<file path="src/rtl/stream_mux_rr_if.sv">
// Stream bundle between N_CH producers, the mux and one consumer.
// The slave modport is the mux; the master modport is the producer/consumer side.
interface stream_mux_rr_if #(
    parameter int unsigned N_CH  = 4,
    parameter int unsigned W     = 4,
    parameter int unsigned SEL_W = $clog2(N_CH)
);
    logic [N_CH*W-1:0] in_data;
    logic [N_CH-1:0]   in_valid;
    logic [N_CH-1:0]   in_ready;
    logic [W-1:0]      out_data;
    logic              out_valid;
    logic              out_ready;
    logic [SEL_W-1:0]  out_sel;

    modport slave (
        input  in_data,
        input  in_valid,
        output in_ready,
        output out_data,
        output out_valid,
        input  out_ready,
        output out_sel
    );

    modport master (
        output in_data,
        output in_valid,
        input  in_ready,
        input  out_data,
        input  out_valid,
        output out_ready,
        input  out_sel
    );
endinterface

</file>
<file path="src/rtl/stream_mux_rr.sv">
// Registered N-channel valid/ready stream mux with a single output register.
// STREAM_MUX_RR_EN selects round-robin arbitration; undefined gives fixed lowest-index priority.
module stream_mux_rr #(
    parameter int unsigned N_CH  = 4,
    parameter int unsigned W     = 4,
    parameter int unsigned SEL_W = $clog2(N_CH)
) (
    input  logic               clk,
    input  logic               rst_n,
    stream_mux_rr_if.slave     io_bus
);

    localparam int unsigned SUM_W = SEL_W + 1;

    logic              w_ld;
    logic              w_gnt_vld;
    logic [SEL_W-1:0]  w_gnt_idx;
    logic [SEL_W-1:0]  w_base;
    logic [SUM_W-1:0]  w_sum;
    logic [SEL_W-1:0]  w_idx;
    logic [W-1:0]      w_gnt_data;
    logic [N_CH-1:0]   w_in_ready;

    logic              r_out_valid;
    logic [W-1:0]      r_out_data;
    logic [SEL_W-1:0]  r_out_sel;

    // Output register may accept a new beat when empty or draining this cycle.
    assign w_ld = !r_out_valid || io_bus.out_ready;

`ifdef STREAM_MUX_RR_EN
    logic [SEL_W-1:0]  r_ptr;

    assign w_base = r_ptr;

    // Pointer moves one past the granted channel, wrapping at N_CH-1.
    always_ff @(posedge clk or negedge rst_n) begin
        if (!rst_n) begin
            r_ptr <= '0;
        end else if (w_ld && w_gnt_vld) begin
            if (w_gnt_idx == SEL_W'(N_CH - 1)) begin
                r_ptr <= '0;
            end else begin
                r_ptr <= w_gnt_idx + SEL_W'(1);
            end
        end
    end
`else
    assign w_base = '0;
`endif

    // Search channels starting at w_base, wrapping modulo N_CH; first valid wins.
    always_comb begin
        w_gnt_vld = 1'b0;
        w_gnt_idx = '0;
        w_sum     = '0;
        w_idx     = '0;
        for (int unsigned k = 0; k < N_CH; k++) begin
            w_sum = {1'b0, w_base} + SUM_W'(k);
            if (w_sum >= SUM_W'(N_CH)) begin
                w_sum = w_sum - SUM_W'(N_CH);
            end
            w_idx = w_sum[SEL_W-1:0];
            if (!w_gnt_vld && io_bus.in_valid[w_idx]) begin
                w_gnt_vld = 1'b1;
                w_gnt_idx = w_idx;
            end
        end
    end

    always_comb begin
        w_gnt_data = '0;
        for (int unsigned k = 0; k < N_CH; k++) begin
            if (SEL_W'(k) == w_gnt_idx) begin
                w_gnt_data = io_bus.in_data[k*W +: W];
            end
        end
    end

    // Ready is one-hot at the winner, and forced low while in reset.
    always_comb begin
        w_in_ready = '0;
        if (rst_n && w_ld && w_gnt_vld) begin
            w_in_ready[w_gnt_idx] = 1'b1;
        end
    end

    always_ff @(posedge clk or negedge rst_n) begin
        if (!rst_n) begin
            r_out_valid <= 1'b0;
            r_out_data  <= '0;
            r_out_sel   <= '0;
        end else if (w_ld) begin
            r_out_valid <= w_gnt_vld;
            if (w_gnt_vld) begin
                r_out_data <= w_gnt_data;
                r_out_sel  <= w_gnt_idx;
            end
        end
    end

    assign io_bus.in_ready  = w_in_ready;
    assign io_bus.out_valid = r_out_valid;
    assign io_bus.out_data  = r_out_data;
    assign io_bus.out_sel   = r_out_sel;

endmodule

</file>
<file path="src/flat_wrapper.sv">
// flat-port wrapper written by rule: the top's interface ports become plain ports
module stream_mux_rr_flat 
#(
    parameter int unsigned N_CH  = 4,
    parameter int unsigned W     = 4,
    parameter int unsigned SEL_W = $clog2(N_CH)
)
  (clk, rst_n, io_bus_in_data, io_bus_in_valid, io_bus_in_ready, io_bus_out_data, io_bus_out_valid, io_bus_out_ready, io_bus_out_sel);
  stream_mux_rr_if #(.N_CH(N_CH), .W(W), .SEL_W(SEL_W)) io_bus_i ();
  input  logic clk;
  input  logic rst_n;
  input wire logic [$bits(io_bus_i.in_data)-1:0] io_bus_in_data;
  input wire logic [$bits(io_bus_i.in_valid)-1:0] io_bus_in_valid;
  output wire logic [$bits(io_bus_i.in_ready)-1:0] io_bus_in_ready;
  output wire logic [$bits(io_bus_i.out_data)-1:0] io_bus_out_data;
  output wire logic [$bits(io_bus_i.out_valid)-1:0] io_bus_out_valid;
  input wire logic [$bits(io_bus_i.out_ready)-1:0] io_bus_out_ready;
  output wire logic [$bits(io_bus_i.out_sel)-1:0] io_bus_out_sel;
  assign io_bus_i.in_data = io_bus_in_data;
  assign io_bus_i.in_valid = io_bus_in_valid;
  assign io_bus_in_ready = io_bus_i.in_ready;
  assign io_bus_out_data = io_bus_i.out_data;
  assign io_bus_out_valid = io_bus_i.out_valid;
  assign io_bus_i.out_ready = io_bus_out_ready;
  assign io_bus_out_sel = io_bus_i.out_sel;
  stream_mux_rr #(.N_CH(N_CH), .W(W), .SEL_W(SEL_W)) u_core (.clk(clk), .rst_n(rst_n), .io_bus(io_bus_i));
endmodule
</file>
<file path="config.mk">
export PLATFORM = sky130hd
export DESIGN_NAME = stream_mux_rr_flat
export DESIGN_NICKNAME = d
export VERILOG_FILES = /design/src/rtl/stream_mux_rr_if.sv /design/src/rtl/stream_mux_rr.sv /design/src/flat_wrapper.sv
export SDC_FILE = /design/constraint.sdc
export NUM_CORES = 1
export LEC_CHECK = 0
export CAP_MARGIN = 20
export CORE_MARGIN = 1.5
export CORE_UTILIZATION = 34
export DETAILED_ROUTE_END_ITERATION = 6
export PLACE_DENSITY = 0.78
export SYNTH_ARGS = -nofsm -noshare
export SYNTH_HDL_FRONTEND = slang
export SYNTH_SLANG_ARGS = --single-unit
</file>
<file path="constraint.sdc">
create_clock -name clk -period 1.26 [get_ports clk]
set_input_delay 0.252 -clock clk [delete_from_list [all_inputs] [get_ports clk]]
set_output_delay 0.252 -clock clk [all_outputs]
set_load 0.03 [all_outputs]
</file>
After elaboration in Yosys (flattened, before gate mapping)
Index checks and enable logic that the tools add are counted.
{"block": "word_totals", "register_bits": 7, "wordCells": 35}
{"block": "op_classes", "magnitude_cmp": 2, "eq_ne": 3, "muxes": 14, "n_reduce_logical": 13}
{"cell": "$mux W4", "n": 5}
{"cell": "$logic_and A1 B1 Y1", "n": 6}
{"cell": "$mux W1", "n": 6}
{"cell": "$eq A2 B2 Y1 const A", "n": 2}
{"cell": "$logic_not A1 Y1", "n": 4}
{"cell": "$mux W2", "n": 2}
{"cell": "$lt A2 B3 Y1 const B", "n": 1}
{"cell": "$demux W1 S2", "n": 1}
{"cell": "$eq A1 B2 Y1 const A", "n": 1}
{"cell": "$ge A2 B1 Y1 const B", "n": 1}
{"cell": "$logic_not A2 Y1", "n": 1}
{"cell": "$reduce_and A2 Y1", "n": 1}
{"cell": "$logic_or A1 B1 Y1", "n": 1}

Logic depth before layout (Yosys ltp)
{"block": "logic_depth", "ltp_word": 15, "ltp_mapped": 5, "ltp_nobuf": 4}

Worst setup path after synthesis
No wires, ideal clock.
{"block": "synth_timing", "path_type": "register -> output", "from": "register u_core.r_out_valid (netlist: u_core.io_bus.out_valid)", "to": "output port io_bus_in_ready[1]", "arrival_time_ns": 1.632, "required_ns": 1.008, "path_slack_ns": -0.624, "path_stages_with_launch": 5, "cell_sequence": "dfrtp_1 > nand2b_1 > clkbuf_1 > nand2_1 > nor3_1"}
{"block": "synth_via", "elab_chain_cells": 5}
{"item": "from (decl)", "line_no": "stream_mux_rr.sv:24", "rtl": "logic r_out_valid;"}
{"item": "from (signal assigned)", "line_no": "stream_mux_rr.sv:94", "rtl": "r_out_valid <= w_gnt_vld;"}
{"item": "$logic_not A1 Y1", "line_no": "stream_mux_rr.sv:29", "rtl": "assign w_ld = !r_out_valid || io_bus.out_ready;"}
{"item": "$logic_or A1 B1 Y1", "line_no": "stream_mux_rr.sv:29"}
{"item": "$logic_and A1 B1 Y1 (2 in a row)", "line_no": "stream_mux_rr.sv:83", "rtl": "if (rst_n && w_ld && w_gnt_vld) begin"}
{"item": "$mux W4", "line_no": "stream_mux_rr.sv:83"}
{"item": "to (decl)", "line_no": "flat_wrapper.sv:14", "rtl": "output wire logic [$bits(io_bus_i.in_ready)-1:0] io_bus_in_ready;"}
Every way passes these cells.

Final worst setup path
Ends and elaborated chain as after synthesis.

==> results.toml <==
[critical_path]
crit_chain = "nand2b_4 > nand2_8 > nor3_4 > buf_6"
timing.critical_path.fanout_max = 3
type_of_the_worst_setup_path = "flop to primary output"
cp.required_ns = 1.01
setup.worst_path.start_class = "flop"
timing.reg2reg.setup_slack_ns = -0.06
timing.critical_path.slowest_cell_delay_ns = 0.43
worst_r2r_startpoint = "u_core.io_bus.out_valid$_DFFE_PN0N_"
crit_path_leading_delay_family = "flip-flops"
reg2regPathDepth = 6
worstSetupEndpointType = "primary output"
r2r-end = "u_core.io_bus.out_data[2]$_DFFE_PN0P_"
timing.critical_path.slowest_stage_cell = "dfrtp_2"
critical_path_buffers_and_inverters = 1
critPathArrivalTime_ns = 1.14
crit_path_start = "u_core.io_bus.out_valid$_DFFE_PN0N_"

[global_routing]
number_of_antenna_violations_at_the_first_check_in_global_routing = 0
grt_remaining_overflow = 0
first_global_vias = 535
grt_max_degree = 10
grtUsageTotal_pct = 20.11
grt_first_pass_wirelength_mm = 2.290

[synthesis]
yosys.cell_types.count = 22
netlist_area_sq_um = 496.7
post_synth_main_area_contributors = "dfrtp_1 (35%), nand2_1 (9.1%), a311oi_1 (7.1%), nor2_1 (6.0%), o31ai_1 (6.0%)"
synth-async-reset-ratio_pct = 100.0
postSynth.topFlopCell = "dfrtp_1"
synth_enable_flop_cells = 0
synth_seq_area_share_pct = 35.26
synthCells = 61
ys_warn_count = 0
synth_largest_area_cell = "dfrtp_1"
synth_net_count = 84
synth.ff_latch_count = 7
synth.top_cell.area_share_pct = 35.26
syn_avg_cell_area_sq_um = 8.143

[detailed_routing]
drt-pass1-iter-count = 6
via_count = 667
detail_route.drc_violations = 0
detailedRoute.firstIterationViolations = 32
antenna_violating_nets_post_route = 0
drt_wl_total_mm = 1.842
route.detailed.wl_per_inst_um = 14.17
vias_per_cell = 5.131

[sta]
post-route-min-period_ns = 1.395
finalSetupViolations = 8
period_share_pct = 110.7
worst-slew-pin-transition_ns = 0.2930
final_max_slew_viol_count = 0
final_hold_viol_count = 0
fmax_ghz = 0.7167
clock-skew-final_ns = 0.01365
final.setup.tns_ns = -0.6155
timing.max_slew.rel_slack_pct = 80.33
rsz0062_at_grt = "true"
final.setup.worst_slack_ns = -0.1353

[power_and_ir_drop]
share_comb_of_total_power_pct = 44.2
powerDensity_mw_per_mm2 = 791.1
p_int_mw = 0.5606
p_leak_nw = 0.4790
power_frac_seq_pct = 31.1
power.share.clock_pct = 24.7
vdd_drop_max_v = 0.0004150
switchingPower_mw = 0.3085
netSwitchingFraction_pct = 35.49

[place]
placedInstanceArea_sq_um = 959.7
portBuffers = 33
replace_congestion = 0.7493
post-place-cells = 121
dp_hpwl_mm = 1.220

[die]
fp.dieW_um = 41.22
io_pins = 34
num_rows = 13
floorplan.die_area_sq_mm = 0.001699
initial_core_utilization_pct = 37.24
placeable_core_region_sq_mm = 0.001334
die-height_um = 41.22

[cts]
cts.sinks = 7
cts_max_level = 1
cts_max_path_buffers = 2
clk_pin_slew_ns = 0.07
clock_insertion_delay_worst_skew_ns = 0.25
cts.root.buffer_cell = "clkbuf_4"
cts_tree = "done"
cts-buffers-inserted = 3

[finish]
num-fill-cells = 93
share_of_layout_cells_above_drive_strength_1_pct = 51.30
final_util_pct = 82.36
finish.instance_area_sq_mm = 0.001099
most_used_cells_in_the_layout_excluding_fill_and_tap_cells = "buf_4 (23), clkdlybuf4s50_1 (16), nand2_1 (9)"
areaGrowthSynthToFinish_pct = 121.2
antennaDiodeCount = 0
finalNonFillerCells = 130
final_common_cell = "buf_4"
num-nets-final = 139

[run_status]
failing_checks = "negative setup slack"
outcome = "finished, violations left"

[run]
cap_viol_max_count = 0

[worst_hold_path]
hp-class = "input port to async pin"
[worst max path at each step]
stage | to | slack (ns) | cells after the start
finish | io_bus_in_ready[1] | -0.14 | 4
floorplan | io_bus_in_ready[1] | -0.10 | 4
global route | io_bus_in_ready[1] | -0.17 | 4
CTS | io_bus_in_ready[3] | -0.21 | 5
global placement | io_bus_in_ready[3] | -0.42 | 5
detailed placement | u_core.io_bus.out_data[2]$_DFFE_PN0P_ | -0.46 | 6
[cell usage after synthesis (2+ instances only)]
cell type,instances
a21oi_1,5
a311oi_1,4
buf_6,2
dfrtp_1,7
inv_1,2
nand2_1,12
nor2_1,8
nor2b_1,4
o31ai_1,4
[metrics by stage]
step                hold slack (ns)  power [mW]  setup slack [ns]
floorplan                  -0.04359      0.4326           -0.1019
global placement             0.4603      0.5984           -0.4153
detailed placement           0.4746      0.6071           -0.4578
CTS                          0.2133      0.8105           -0.2118
global route                 0.2266      0.9047           -0.1732
finish                       0.2144      0.8691           -0.1353
[what timing repair did]
item	CTS	global route
buffers inserted	1	5
gates resized for setup	23	21
pin swaps	2	6
setup endpoints to repair	13	11
hold buffers	0	0
[power groups by stage]
stage                     Combinational, mW  Sequential (mW)  Clock, mW
after floorplan                       0.112            0.320          0
after global placement                0.331            0.267          0
after detailed placement              0.335            0.272          0
after CTS                             0.342            0.269      0.200
after global routing                  0.408            0.273      0.224
final                                 0.384            0.270      0.215
[layer usage]
metal,global-route usage [%],up-vias,part of all wire (%)
li1,-,326,-
met1,24.36,319,41
met2,37.50,22,54
met3,3.261,0,5.4
met4,2.419,0,0
met5,0,-,0
[cells by family (layout without fill, tap and decap cells)]
logic type             Yosys count  in the layout  share of synthesized area, %
AND/OR/NAND/NOR                 31             31                         30.48
AO/OA/AOI/OAI                   18             18                         27.45
flip-flops                       7              7                         35.26
buffers and inverters            5             59                         6.801
[sequential cells by signal (all words and copies together), names as in the netlist]
signal	cells
u_core.io_bus.out_data	4
u_core.io_bus.out_sel	2
u_core.io_bus.out_valid	1
[area by class of cell]
class	instances	area, sq um	share of cell area (%)
multi-input combinational	49	415.4	37.81
tap	15	18.77	1.708
clock buffer	4	26.28	2.392
inverter	2	11.26	1.025
timing repair buffer	53	450.4	41.00
sequential	7	176.4	16.06
(Power assumes the default switching activity.)
